## src/rtl/rf_wb_arbiter_pkg.sv

```systemverilog
// Shared types and sizes for the register-file writeback arbiter.
package arb_pkg;

  localparam int NUM_REGS = 32;
  localparam int ADDR_W   = 5;
  localparam int DATA_W   = 32;
  localparam int STARVE_W = 4;

  typedef enum logic {
    ST_INIT = 1'b0,
    ST_RUN  = 1'b1
  } arb_state_t;

  typedef struct packed {
    logic              en;
    logic [ADDR_W-1:0] wa;
    logic [DATA_W-1:0] wd;
  } wb_word_t;

  // x0 is hardwired: a write to it is accepted but never reaches the file.
  function automatic wb_word_t wb_write(input logic [ADDR_W-1:0] wa,
                                        input logic [DATA_W-1:0] wd);
    wb_word_t w;
    w.en = (wa != '0);
    w.wa = w.en ? wa : '0;
    w.wd = w.en ? wd : '0;
    return w;
  endfunction

endpackage

```

## src/rtl/rf_wb_arbiter_if.sv

```systemverilog
// Requester and register-file side signals of the writeback arbiter.
interface rf_wb_arbiter_if;
  import arb_pkg::*;

  logic              PIPE_VALID;
  logic [ADDR_W-1:0] PIPE_WA;
  logic [DATA_W-1:0] PIPE_WD;
  logic              PIPE_READY;
  logic              LL_VALID;
  logic [ADDR_W-1:0] LL_WA;
  logic [DATA_W-1:0] LL_WD;
  logic              LL_READY;
  logic              WB_EN;
  logic [ADDR_W-1:0] WB_WA;
  logic [DATA_W-1:0] WB_WD;
  logic              INIT_DONE;

  modport master (
    output PIPE_VALID, PIPE_WA, PIPE_WD, LL_VALID, LL_WA, LL_WD,
    input  PIPE_READY, LL_READY, WB_EN, WB_WA, WB_WD, INIT_DONE
  );

  modport slave (
    input  PIPE_VALID, PIPE_WA, PIPE_WD, LL_VALID, LL_WA, LL_WD,
    output PIPE_READY, LL_READY, WB_EN, WB_WA, WB_WD, INIT_DONE
  );

endinterface

```

## src/rtl/rf_wb_arbiter_starve_cnt.sv

```systemverilog
// Counts consecutive cycles the long-latency requester lost arbitration.
module arb_starve_cnt
  import arb_pkg::*;
(
  input  logic                clk,
  input  logic                rst,
  input  logic                lose,
  input  logic                win,
  output logic [STARVE_W-1:0] count
);

  logic [STARVE_W-1:0] count_reg;

  // Any cycle that is not a loss (win, or LL idle) breaks the streak.
  always_ff @(posedge clk) begin
    if (rst || win || !lose) begin
      count_reg <= '0;
    end else if (count_reg != '1) begin
      count_reg <= count_reg + 1'b1;
    end
  end

  assign count = count_reg;

endmodule

```

## src/rtl/rf_wb_arbiter.sv

```systemverilog
// Writeback port arbiter: clears x1..x31 after reset, then grants pipeline or LL writes.
module rf_wb_arbiter
  import arb_pkg::*;
#(
  parameter int STARVE_MAX = 4
) (
  input  logic           ARB_CLK,
  input  logic           ARB_RST,
  rf_wb_arbiter_if.slave bus
);

  localparam logic [ADDR_W-1:0] CLR_LAST = ADDR_W'(NUM_REGS - 1);

  arb_state_t          state_reg;
  arb_state_t          state_next;
  logic [ADDR_W-1:0]   clr_cnt_reg;
  logic [ADDR_W-1:0]   clr_cnt_next;
  wb_word_t            wb_reg;
  wb_word_t            wb_next;
  logic [STARVE_W-1:0] starve_count;
  logic                clr_wrapped;
  logic                init_done;
  logic                run_ok;
  logic                starve_hit;
  logic                pipe_grant;
  logic                ll_grant;
  logic                ll_lose;

  // The counter wraps to 0 after address 31; that spare cycle hands over to RUN.
  assign clr_wrapped  = (clr_cnt_reg == '0);
  assign clr_cnt_next = (clr_cnt_reg == CLR_LAST) ? '0 : clr_cnt_reg + 1'b1;

  always_ff @(posedge ARB_CLK) begin
    if (ARB_RST) begin
      state_reg <= ST_INIT;
    end else begin
      state_reg <= state_next;
    end
  end

  always_comb begin
    state_next = state_reg;
    if (state_reg == ST_INIT && clr_wrapped) begin
      state_next = ST_RUN;
    end
  end

  always_comb begin
    init_done  = (state_reg == ST_RUN);
    run_ok     = init_done && !ARB_RST;
    starve_hit = bus.LL_VALID && (starve_count == STARVE_W'(STARVE_MAX));
    pipe_grant = run_ok && bus.PIPE_VALID && !starve_hit;
    ll_grant   = run_ok && bus.LL_VALID && (starve_hit || !bus.PIPE_VALID);
    ll_lose    = run_ok && bus.LL_VALID && !ll_grant;
  end

  arb_starve_cnt u_starve_cnt (
    .clk   (ARB_CLK),
    .rst   (ARB_RST),
    .lose  (ll_lose),
    .win   (ll_grant),
    .count (starve_count)
  );

  always_comb begin
    wb_next = '0;
    if (state_reg == ST_INIT) begin
      if (!clr_wrapped) begin
        wb_next.en = 1'b1;
        wb_next.wa = clr_cnt_reg;
      end
    end else if (pipe_grant) begin
      wb_next = wb_write(bus.PIPE_WA, bus.PIPE_WD);
    end else if (ll_grant) begin
      wb_next = wb_write(bus.LL_WA, bus.LL_WD);
    end
  end

  always_ff @(posedge ARB_CLK) begin
    if (ARB_RST) begin
      wb_reg      <= '0;
      clr_cnt_reg <= ADDR_W'(1);
    end else begin
      wb_reg <= wb_next;
      if (state_reg == ST_INIT) begin
        clr_cnt_reg <= clr_cnt_next;
      end
    end
  end

  assign bus.PIPE_READY = pipe_grant;
  assign bus.LL_READY   = ll_grant;
  assign bus.WB_EN      = wb_reg.en;
  assign bus.WB_WA      = wb_reg.wa;
  assign bus.WB_WD      = wb_reg.wd;
  assign bus.INIT_DONE  = init_done;

endmodule

```

## src/flat_wrapper.sv

```systemverilog
// flat-port wrapper written by rule: the top's interface ports become plain ports
module rf_wb_arbiter_flat import arb_pkg::*;
#(
  parameter int STARVE_MAX = 4
)
  (ARB_CLK, ARB_RST, bus_PIPE_VALID, bus_PIPE_WA, bus_PIPE_WD, bus_LL_VALID, bus_LL_WA, bus_LL_WD, bus_PIPE_READY, bus_LL_READY, bus_WB_EN, bus_WB_WA, bus_WB_WD, bus_INIT_DONE);
  rf_wb_arbiter_if bus_i ();
  input  logic ARB_CLK;
  input  logic ARB_RST;
  input wire logic [$bits(bus_i.PIPE_VALID)-1:0] bus_PIPE_VALID;
  input wire logic [$bits(bus_i.PIPE_WA)-1:0] bus_PIPE_WA;
  input wire logic [$bits(bus_i.PIPE_WD)-1:0] bus_PIPE_WD;
  input wire logic [$bits(bus_i.LL_VALID)-1:0] bus_LL_VALID;
  input wire logic [$bits(bus_i.LL_WA)-1:0] bus_LL_WA;
  input wire logic [$bits(bus_i.LL_WD)-1:0] bus_LL_WD;
  output wire logic [$bits(bus_i.PIPE_READY)-1:0] bus_PIPE_READY;
  output wire logic [$bits(bus_i.LL_READY)-1:0] bus_LL_READY;
  output wire logic [$bits(bus_i.WB_EN)-1:0] bus_WB_EN;
  output wire logic [$bits(bus_i.WB_WA)-1:0] bus_WB_WA;
  output wire logic [$bits(bus_i.WB_WD)-1:0] bus_WB_WD;
  output wire logic [$bits(bus_i.INIT_DONE)-1:0] bus_INIT_DONE;
  assign bus_i.PIPE_VALID = bus_PIPE_VALID;
  assign bus_i.PIPE_WA = bus_PIPE_WA;
  assign bus_i.PIPE_WD = bus_PIPE_WD;
  assign bus_i.LL_VALID = bus_LL_VALID;
  assign bus_i.LL_WA = bus_LL_WA;
  assign bus_i.LL_WD = bus_LL_WD;
  assign bus_PIPE_READY = bus_i.PIPE_READY;
  assign bus_LL_READY = bus_i.LL_READY;
  assign bus_WB_EN = bus_i.WB_EN;
  assign bus_WB_WA = bus_i.WB_WA;
  assign bus_WB_WD = bus_i.WB_WD;
  assign bus_INIT_DONE = bus_i.INIT_DONE;
  rf_wb_arbiter #(.STARVE_MAX(STARVE_MAX)) u_core (.ARB_CLK(ARB_CLK), .ARB_RST(ARB_RST), .bus(bus_i));
endmodule
```

## config.mk

```make
export PLATFORM = sky130hd
export DESIGN_NAME = rf_wb_arbiter_flat
export DESIGN_NICKNAME = d
export VERILOG_FILES = /design/src/rtl/rf_wb_arbiter_pkg.sv /design/src/rtl/rf_wb_arbiter_if.sv /design/src/rtl/rf_wb_arbiter_starve_cnt.sv /design/src/rtl/rf_wb_arbiter.sv /design/src/flat_wrapper.sv
export SDC_FILE = /design/constraint.sdc
export NUM_CORES = 1
export LEC_CHECK = 0
export BUFFER_PORTS_ARGS = -buffer_cell sky130_fd_sc_hd__buf_4
export CAP_MARGIN = 20
export CORE_UTILIZATION = 30
export DETAILED_ROUTE_END_ITERATION = 10
export GPL_ROUTABILITY_DRIVEN = 0
export PLACE_DENSITY_LB_ADDON = 0.08
export SLEW_MARGIN = 40
export SYNTH_ARGS = -nofsm -noshare
export SYNTH_HDL_FRONTEND = slang
export SYNTH_SLANG_ARGS = --single-unit
```

## constraint.sdc

```tcl
create_clock -name ARB_CLK -period 1.9 [get_ports ARB_CLK]
set_input_delay 0.38 -clock ARB_CLK [delete_from_list [all_inputs] [get_ports ARB_CLK]]
set_output_delay 0.38 -clock ARB_CLK [all_outputs]
set_load 0.03 [all_outputs]
```

# Yosys cells after proc, flatten, opt, wreduce, memory -nomap -nowiden
# Cells that the tools add are included.
# op_classes
add_sub_neg	2
multipliers	0
div	0
magnitude_cmp	0
n_eq_ne	3
shift	0
n_mux	9
n_bitwise	1
n_reduce_logical	20
# ops
cell	n
$mux 38	2
$mux 32	2
$mux 5	3
$mux 6	2
$reduce_bool 5->1	2
$logic_and 1x1->1	8
$add 5x1->5 const B	1
$eq 5x5->1 const B	1
$logic_not 1->1	5
$logic_not 5->1	1
$add 4x1->4 const B	1
$eq 4x3->1 const B	1
$ne 4x4->1 const B	1
$logic_or 1x1->1	3
$reduce_or 2->1	1
$not 1->1	1
# word_totals
regBits	48
latch_bits	0
ramBits	0
rom_bits	0
inputBits	78
out_inout_bits	41
wordCells	41
n_memories	0

# Longest topological paths before layout
# Gate-level depths: netlist (run 1).
# logic_depth
depth_word	8
mapped_depth	7

# Cells and area by module
# A second synthesis (run 1) with hierarchy kept.
# hier_totals
hier_cells	156
area_unflattened_um2	1816.7
# modules_own_cells
mod	instances	cells_each	area_per_inst_um2	seq_area_each_um2
rf_wb_arbiter	1	137	1600.3	880.8
arb_starve_cnt	1	19	216.5	80.1

# Least setup slack after synthesis (run 1)
# OpenSTA, ideal clock, no wires.
# synth_timing
kind	reg-to-output
from	register u_core.state_reg, in the netlist u_core.bus.INIT_DONE
to	output port bus_PIPE_READY
t_arrival_ns	1.358
slack_ns	0.162
stages_incl_launch_ff	7
cell_sequence	dfxtp_1 buf_4 nand3b_1 nand2b_1 buf_2 buf_6 inv_2
# synth_between
elab_chain_cells	3
# synth_rtl
item	line_no	source
start, declared	rf_wb_arbiter.sv:14	arb_state_t state_reg;
start signal, assigned	rf_wb_arbiter.sv:37	state_reg <= state_next;
$logic_and 1x1->1	rf_wb_arbiter.sv:50	run_ok = init_done && !ARB_RST;
$logic_and 1x1->1 (2 in series)	rf_wb_arbiter.sv:52	pipe_grant = run_ok && bus.PIPE_VALID && !starve_hit;
end, declared	flat_wrapper.sv:16	output wire logic [$bits(bus_i.PIPE_READY)-1:0] bus_PIPE_READY;
# Every way passes these cells.

# Worst setup path after layout (run 1)
# layout_timing
from	register u_core.u_starve_cnt.count_reg[1], in the netlist u_core.u_starve_cnt.count[1]
to	output port bus_LL_READY
# layout_between
elab_chain_cells	4
# layout_rtl
item	line_no	source
start, declared	rf_wb_arbiter_starve_cnt.sv:12	logic [STARVE_W-1:0] count_reg;
start signal, assigned	rf_wb_arbiter_starve_cnt.sv:19	count_reg <= count_reg + 1'b1;
$eq 4x3->1	rf_wb_arbiter.sv:51	starve_hit = bus.LL_VALID && (starve_count == STARVE_W'(STARVE_MAX));
$logic_and 1x1->1	rf_wb_arbiter.sv:51	
$logic_or 1x1->1	rf_wb_arbiter.sv:53	ll_grant = run_ok && bus.LL_VALID && (starve_hit || !bus.PIPE_VALID);
$logic_and 1x1->1	rf_wb_arbiter.sv:53	
end, declared	flat_wrapper.sv:17	output wire logic [$bits(bus_i.LL_READY)-1:0] bus_LL_READY;
# Every way passes these cells.

==> results of run 1 <==
-- path summary, 6_finish.rpt --
path	cells past startpoint	end	from	slack (ns)
setup / recovery	6	bus_LL_READY	u_core.u_starve_cnt.count[1]	0.07
hold / removal	2	u_core.bus.WB_WA[0]	bus_LL_WA[0]	0.34
hold reg to reg	2	u_core.clr_cnt_reg[3]	u_core.clr_cnt_reg[3]	0.54
setup reg to reg	5	u_core.bus.WB_WA[0]	u_core.clr_cnt_reg[0]	0.28
-- area by class of cell --
type | instances | area [sq um]
Clock buffer | 6 | 82.6
Clock inverter | 2 | 10.0
Fill cell | 720 | 3670
Inverter | 39 | 146
Multi-Input combinational cell | 131 | 963
Sequential cell | 48 | 963
Tap cell | 96 | 120
Timing Repair Buffer | 131 | 987
-- power breakdown --
| group | internal (W) | switching [W] | total [W] | leakage, nW |
|---|---|---|---|---|
| sequential | 0.00110 | 0.0000525 | 0.00115 | 0.391 |
| combinational | 0.000318 | 0.000370 | 0.000687 | 1.08 |
| clock | 0.000291 | 0.000349 | 0.000640 | 0.0510 |
| total | 0.00170 | 0.000771 | 0.00248 | 1.52 |
-- what timing repair did --
item | 4_1_cts | 5_1_grt
resized for setup | 1 | 4
pin swaps | 1 | 4
hold endpoints to repair | 0 | 0
endpoints found under the setup margin | 1 | 2
setup buffers | 1 | 2
-- cell usage after synthesis, types with 2 or more instances --
master    instances
or4_4             2
nor3_1            4
o32ai_1          28
dfxtp_1          48
a221o_1           2
buf_2            10
nor2_1           13
nand3b_1          3
a31oi_1           2
nor3b_1           3
buf_4             2
a21oi_1           2
o32ai_2           4
o211ai_1          3
o21ai_0           3
buf_6             4
o21ai_1          32
ha_1              5
inv_1            37
inv_2             2
a311oi_1          3
nand3_1           3
mux2i_1           2
nand4b_1          4
clkbuf_1          5
-- through the flow --
step	total power (W)	worst slack, ns	hold slack [ns]	instances
finish	0.00248	0.0709	0.336	453
global route	0.00260	-0.00729	0.332	453
CTS	0.00250	0.0177	0.326	451
detailed placement	0.00186	0.173	0.520	442
global placement	0.00186	0.179	0.524	442
floorplan	0.00156	0.162	0.488	239
-- routing by layer --
layer  GRT usage [%]  vias up  part of all wire (%)  wire [um]
li1                -     1106                     -          -
met1            19.8     1001                    43       2760
met2            27.1       77                    48       3080
met3            4.62        9                   7.1        456
met4            5.66        0                   2.1        132
met5               0        -                     0          0
-- logic make-up after synthesis --
kind of cell    after synthesis  synth area share [%]
simple gates                 40                  11.4
compound gates               83                  28.1
flops                        48                  43.8
fa+ha+maj                     5                  2.85
xor+xnor                      1                 0.399
mux                           2                 0.912
buf+inv                      60                  12.5
==> flow_summary.ini, run 1 <==
[critical_path]
cpLargestDelayFamily = flip-flops
cp_num_buf_inv = 3
crit_chain = inv_1 -> ha_2 -> and4b_2 -> o21ai_4 -> inv_2 -> buf_6
arrival_ns = 1.45
start_kind = flip-flop
critPathMaxFanout = 2
critPathCaptureType = output pin
path_class = reg -> out
required_ns = 1.52
crit_path_max_incr_delay_ns = 0.33
cpMaxStageDelayCell = dfxtp_2

[synthesis]
syn-cell-area_sq_um = 2200
syn_avg_cell_area_sq_um = 9.19
yosys.area.top_type_share_pct = 43.8
ys_types = 38
ys_seq_area_share_pct = 43.8
synth-edff-count = 0
synthArstFlopShare_pct = 0
yosys_warnings = 0
synth.net_count = 322
synthTopCellsByArea = dfxtp_1 44%, o32ai_1 11%, o21ai_1 7.3%, inv_1 6.3%, o32ai_2 3.0%
netlist_instances = 239
synth_top_cell_by_area = dfxtp_1
synth_ff_type = dfxtp_1
yosys_register_bits = 48

[timing]
fin_skew_ns = 0.00626
slew_viol_final = 0
hold_violations = 0
final.setup.tns_ns = 0
period_needed_ns = 1.83
maxSlewHeadroom_pct = 62.1
max_freq_mhz = 547
period_share_pct = 96.3
setup_viol = 0
worst_slew_pin_slew_ns = 0.561

[power]
p_leak_nw = 1.52
power_density_nw_per_um2 = 756
ir_drop_mv = 0.336

[drt]
viasPerCell = 4.84
drt_wl_total_um = 6420
vias = 2193
antenna_left = 0
wire_per_inst_um = 14.2
remaining_drc_errors = 0
dr.pass1.iters = 6
drtIter0Drc = 66

[global_routing]
grt_max_degree = 35
overflow = 0
antenna_found_initial = 0
grt_pass1_wl_um = 9550
grt.total_usage_pct = 16.1
grt_pass1_vias = 1983

[clock_tree]
clock-sinks = 48
clkSlewWorstSetupHoldPaths_ns = 0.09
insertion_delay_ns = 0.30
numCtsBuffers = 5
cts_buffer_depth = 2
cts-root-buf = clkbuf_8
tritoncts = done
htree_num_levels = 2
ctsHoldBuffers = 0

[job]
cap_violations = 0

[finish]
largest_reg_flops = 32
utilization_pct = 47.1
num_antenna_cells = 0
drive_gt1_share_pct = 42.9
fin_area_sq_um = 3270
layout.nets = 439
syn_to_final_growth_pct = 49.1
layout_commonest_cell = buf_4
final_cell_mix = 130 x buf_4, 46 x dfxtp_1, 37 x inv_1

[floorplanning]
die-width_um = 87.6
io_pins = 119
die_h_um = 87.6
start_util_pct = 31.6
num_rows = 30
core_sq_um = 6940
die-area_sq_um = 7670

[placement]
port_buffers = 118
hpwl_um = 4560
placed_cell_area_sq_um = 3150

[worst_hold_path]
min_path_type = in -> reg

[outcome]
outcome = completed
Power figures use the tool's default switching activity.
==> run 2, diff against run 1 <==
ABC_AREA = 1   (was default)
==> run 2 against run 1 <==
Register-to-register slack got worse by 0.12 ns. Worst setup slack got worse by 0.0034 ns. Via count is 1.6% lower. Wire length decreased by 5.1%. Maximum frequency decreased by 0.19%. Die area rose by 2.0%. Core utilization is 0.51 points lower. Clock power up 15%. Cell area up 3.3%. Critical path type unchanged. Largest cell class is now multi-input gates. Largest power group unchanged.
==> flow_summary.ini, run 2 <==
[placement]
hpwl_um = 4480
placed_cell_area_sq_um = 3170
place_ws_ns = 0.245
port_buffers = 118

[floorplanning]
core_sq_um = 7250
io_pins = 119
die-width_um = 88.4
num_rows = 31
die-area_sq_um = 7820
start_util_pct = 30.9
die_h_um = 88.4

[synthesis]
yosys.area.top_type_share_pct = 42.9
syn-cell-area_sq_um = 2240
synth.most_common_cell = nand3_1
synth-xor-area-share_pct = 0.782
synthArstFlopShare_pct = 0
synthTopCellsByArea = dfxtp_1 43%, nand3_1 13%, nand3_2 10%, nand2_1 8.7%, ha_1 2.8%
synth-compound-area-share_pct = 2.90
yosys_warnings = 0
synth_commonest_cells = 57 x nand3_1, 52 x nand2_1, 48 x dfxtp_1
synth_top_cell_by_area = dfxtp_1
netlist_instances = 259
yosys_register_bits = 48
synth.net_count = 342
synthAdderAreaFrac_pct = 2.79
ys_seq_area_share_pct = 42.9
syn_avg_cell_area_sq_um = 8.65
synth_simple_gate_area_share_pct = 40.2
synthMuxAreaShare_pct = 0
synth_top_family_by_area = simple AND/OR/NAND/NOR gates
synth_ff_type = dfxtp_1
ys_types = 28
synth-edff-count = 0

[timing]
final.setup.tns_ns = 0
setup_viol = 0
worst_slew_pin_slew_ns = 0.328
max_freq_mhz = 546
rsz0062_at_grt = no
period_share_pct = 96.4
period_needed_ns = 1.83
maxSlewHeadroom_pct = 78.1
hold_violations = 0
hold_ws_ns = 0.252
fin_skew_ns = 0.00811
layout_setup_ws_ns = 0.0675
slew_viol_final = 0

[power]
total_power_w = 0.00270
power_density_nw_per_um2 = 798
p_leak_nw = 1.69
ir_drop_mv = 0.447

[global_routing]
overflow = 0
grt.total_usage_pct = 15.7
grt_pass1_wl_um = 9290
grt_pass1_vias = 1896
antenna_found_initial = 0
grt_max_degree = 25

[critical_path]
start_kind = flip-flop
rr_startpoint = u_core.u_starve_cnt.count[0]
critPathMaxFanout = 10
path_depth = 9
required_ns = 1.52
cp_num_buf_inv = 4
cpLargestDelayFamily = flip-flops
arrival_ns = 1.45
rrSetupSlack_ns = 0.16
rr_endpoint = u_core.u_starve_cnt.count[1]
cp_common_cell = nand2_8
crit_path_max_incr_delay_ns = 0.35
path_class = reg -> out
crit_chain = inv_1 -> ha_1 -> nand2_1 -> inv_2 -> nand2_4 -> nand2_8 -> nand2_8 -> inv_12 -> buf_8
r2r_cells = 12
crit_path_start = u_core.u_starve_cnt.count[0]
cpMaxStageDelayCell = dfxtp_2
critPathCaptureType = output pin
critPathCapture = bus_LL_READY

[finish]
layout_commonest_cell = buf_4
syn_to_final_growth_pct = 50.9
largest_reg_flops = 32
num_antenna_cells = 0
drive_gt1_share_pct = 46.6
final_cell_mix = 132 x buf_4, 57 x nand3_1, 51 x nand2_1
layout.nets = 470
fin_area_sq_um = 3380

[clock_tree]
tritoncts = done
htree_num_levels = 2
ctsHoldBuffers = 0
insertion_delay_ns = 0.30
numCtsBuffers = 5
cts-root-buf = clkbuf_8
clock-sinks = 48
cts_buffer_depth = 2
clkSlewWorstSetupHoldPaths_ns = 0.09

[drt]
viasPerCell = 4.43
remaining_drc_errors = 0
vias = 2158
drt_wl_total_um = 6090
dr.pass1.iters = 4
drtIter0Drc = 72
antenna_left = 0
wire_per_inst_um = 12.5

[worst_hold_path]
min_path_type = in -> reg

[job]
cap_violations = 0

[outcome]
outcome = completed
## run 2: cell count changes in the layout (fill, tap and decap cells not counted), sizes merged, moves of 3 or more
cell    before  now
a21oi        2    8
a311oi       3    0
buf        131  135
inv         39   19
nand2        0   56
nand3        3   80
nand4b       4    0
nor3b        3    0
o21ai       36    2
o32ai       32    0
## run 2: final cells by class
type / count / area (sq um)
Multi-Input combinational cell: 178 / 1060
Timing Repair inverter: 1 / 8.76
Clock buffer: 6 / 72.6
Inverter: 18 / 80.1
Tap cell: 99 / 124
Clock inverter: 2 / 35.0
Sequential cell: 48 / 963
Timing Repair Buffer: 135 / 1040
Fill cell: 728 / 3870
## run 2: what timing repair did
item / in CTS / in global routing
setup buffers: 3 / 5
pin swaps: 2 / 5
gates resized for setup: 8 / 1
cloned: 1 / 0
endpoints found under the setup margin: 2 / 3
## run 2: worst reg2reg max path: stages (launching register included)
cell and delay (ns):
dfxtp_2 0.35, inv_1 0.06, ha_1 0.19, nand2_1 0.07, inv_2 0.04, nand2_4 0.08
nand2_8 0.08, nor2_8 0.11, buf_4 0.14, buf_4 0.14, buf_12 0.15, nand2_1 0.14
a21oi_2 0.12
## run 2: worst min path at each step
stage,to,startpoint,depth (start not counted),slack [ns]
2_1_floorplan,u_core.bus.INIT_DONE,ARB_RST,1,0.45
3_3_place_gp,u_core.u_starve_cnt.count[1],u_core.u_starve_cnt.count[1],2,0.50
3_5_place_dp,u_core.u_starve_cnt.count[1],u_core.u_starve_cnt.count[1],2,0.52
4_1_cts,u_core.bus.INIT_DONE,ARB_RST,2,0.24
5_1_grt,u_core.bus.INIT_DONE,ARB_RST,2,0.25
6_report,u_core.bus.INIT_DONE,ARB_RST,2,0.25
## run 2: per-layer routing
metal	track usage (%)	up-vias	wire [um]
met5	0	-	0
met4	6.01	0	87
met3	4.10	8	434
met2	25.2	80	2940
met1	20.1	957	2630
li1	-	1113	-
## run 2: power breakdown
part | switching [W] | internal, W | leakage [nW]
Clock | 0.000347 | 0.000391 | 0.0552
Combinational | 0.000447 | 0.000343 | 1.25
Sequential | 0.0000545 | 0.00112 | 0.391
## run 2: metrics by stage
stage / util [%] / instances
finish: 46.6 / 487
floorplan: - / 259
detailed placement: 43.8 / 470
global placement: 43.8 / 470
global route: 46.6 / 487
CTS: 46.1 / 482
## run 2: kinds of logic after synthesis
group | Yosys count
AO/OA/AOI/OAI | 12
AND/OR/NAND/NOR | 159
buffers and inverters | 33
XOR/XNOR | 2
adder cells (fa/ha/maj) | 5
flip-flops | 48
==> run 3, diff against run 2 <==
RECOVER_POWER = 100   (was default)
==> run 3 against run 2 <==
Maximum frequency hardly changed. Final cell count stayed put. Global-route usage stayed put. Largest power group unchanged. First-iteration DRC count is 8.3% higher.
==> flow_summary.ini, run 3 (same netlist as run 2, synthesis figures left out) <==
[outcome]
outcome = completed

[clock_tree]
cts_buffer_depth = 2
insertion_delay_ns = 0.30
clkSlewWorstSetupHoldPaths_ns = 0.09
cts-root-buf = clkbuf_8
tritoncts = done
clock-sinks = 48
numCtsBuffers = 5
htree_num_levels = 2
ctsHoldBuffers = 0

[power]
p_int_w = 0.00178
p_comb_share_pct = 27.5
swShare_pct = 32.1
seqPwrFrac_pct = 44.5
ir_drop_mv = 0.431
p_switching_w = 0.000844
p_leak_nw = 1.53
power_frac_clock_pct = 28.0
power_density_nw_per_um2 = 813

[drt]
antenna_left = 0
remaining_drc_errors = 0
wire_per_inst_um = 12.5
vias = 2148
drtIter0Drc = 78
dr.pass1.iters = 4
viasPerCell = 4.41
drt_wl_total_um = 6100

[timing]
fin_skew_ns = 0.00797
max_freq_mhz = 546
maxSlewHeadroom_pct = 63.0
setup_viol = 0
hold_violations = 0
period_share_pct = 96.5
hold_ws_ns = 0.251
final.setup.tns_ns = 0
rsz0062_at_grt = no
slew_viol_final = 0
period_needed_ns = 1.83
worst_slew_pin_slew_ns = 0.554

[placement]
hpwl_um = 4480
port_buffers = 118

[floorplanning]
die_h_um = 88.4
die-width_um = 88.4
core_sq_um = 7250
num_rows = 31
start_util_pct = 30.9
die-area_sq_um = 7820
io_pins = 119

[finish]
drive_gt1_share_pct = 36.3
layout.nets = 470
syn_to_final_growth_pct = 44.2
largest_reg_flops = 32
layout_commonest_cell = buf_4
final_cell_mix = 93 x buf_4, 57 x nand3_1, 51 x nand2_1
num_antenna_cells = 0

[critical_path]
critPathCaptureType = output pin
path_class = reg -> out
critPathMaxFanout = 10
required_ns = 1.52
arrival_ns = 1.45
start_kind = flip-flop

[global_routing]
overflow = 0
antenna_found_initial = 0
grt_pass1_wl_um = 9290
grt_pass1_vias = 1896
grt.total_usage_pct = 15.7
grt_max_degree = 25

[job]
cap_violations = 0

[worst_hold_path]
min_path_type = in -> reg
[run 3: area by class of cell]
type                       count  area, sq um
fill                         767         4020
multi-input combinational    178         1060
sequential                    48          963
timing repair buffer         135          891
tap                           99          124
inverter                      18         80.1
clock buffer                   6         72.6
clock inverter                 2         35.0
timing repair inverter         1         3.75
[run 3: timing repair]
action                     4_1_cts  5_1_grt
setup endpoints to repair        2        3
cloned                           1        0
resized for setup                8        1
setup buffers                    3        5
pin swaps                        2        5
[run 3: worst max-delay path, cell delays in order (launching register included)]
cell	delay, ns
dfxtp_2	0.35
inv_1	0.06
ha_1	0.19
nand2_1	0.07
inv_2	0.04
nand2_4	0.08
nand2_8	0.08
nand2_8	0.10
inv_12	0.05
buf_8	0.13
[run 3: power by group through the flow]
stage                     combinational (W)  clock (W)  sequential [W]
final                              0.000723   0.000736         0.00117
after global routing               0.000801   0.000811         0.00118
after CTS                          0.000795   0.000772         0.00117
after detailed placement           0.000777          0         0.00120
after global placement             0.000780          0         0.00120
after floorplan                    0.000302          0         0.00135
[run 3: routing by layer]
metal  vias up  track usage (%)  part of all wire (%)
met5         -                0                     0
met4         0             6.01                   1.4
met3         8             4.10                   7.5
met2        74             25.2                    48
met1       953             20.1                    43
li1       1113                -                     -
[run 3: path summary, 6_finish.rpt]
path / start / end / slack [ns] / cells past startpoint
worst max-delay path: u_core.u_starve_cnt.count[0] / bus_LL_READY / 0.07 / 9
worst min register to register: u_core.u_starve_cnt.count[1] / u_core.u_starve_cnt.count[1] / 0.52 / 2
worst min-delay path: ARB_RST / u_core.bus.INIT_DONE / 0.25 / 2
worst max register to register: u_core.u_starve_cnt.count[0] / u_core.u_starve_cnt.count[1] / 0.17 / 12
[run 3: stage by stage]
| step | cell area, sq um | util (%) | setup WS, ns | power, W | instances |
|---|---|---|---|---|---|
| finish | 3230 | 44.5 | 0.0672 | 0.00263 | 487 |
| global route | 3230 | 44.5 | 0.000764 | 0.00280 | 487 |
| CTS | 3340 | 46.1 | 0.00949 | 0.00274 | 482 |
| detailed placement | 3170 | 43.8 | 0.245 | 0.00197 | 470 |
| global placement | 3170 | 43.8 | 0.263 | 0.00198 | 470 |
| floorplan | 2240 | - | 0.255 | 0.00165 | 259 |
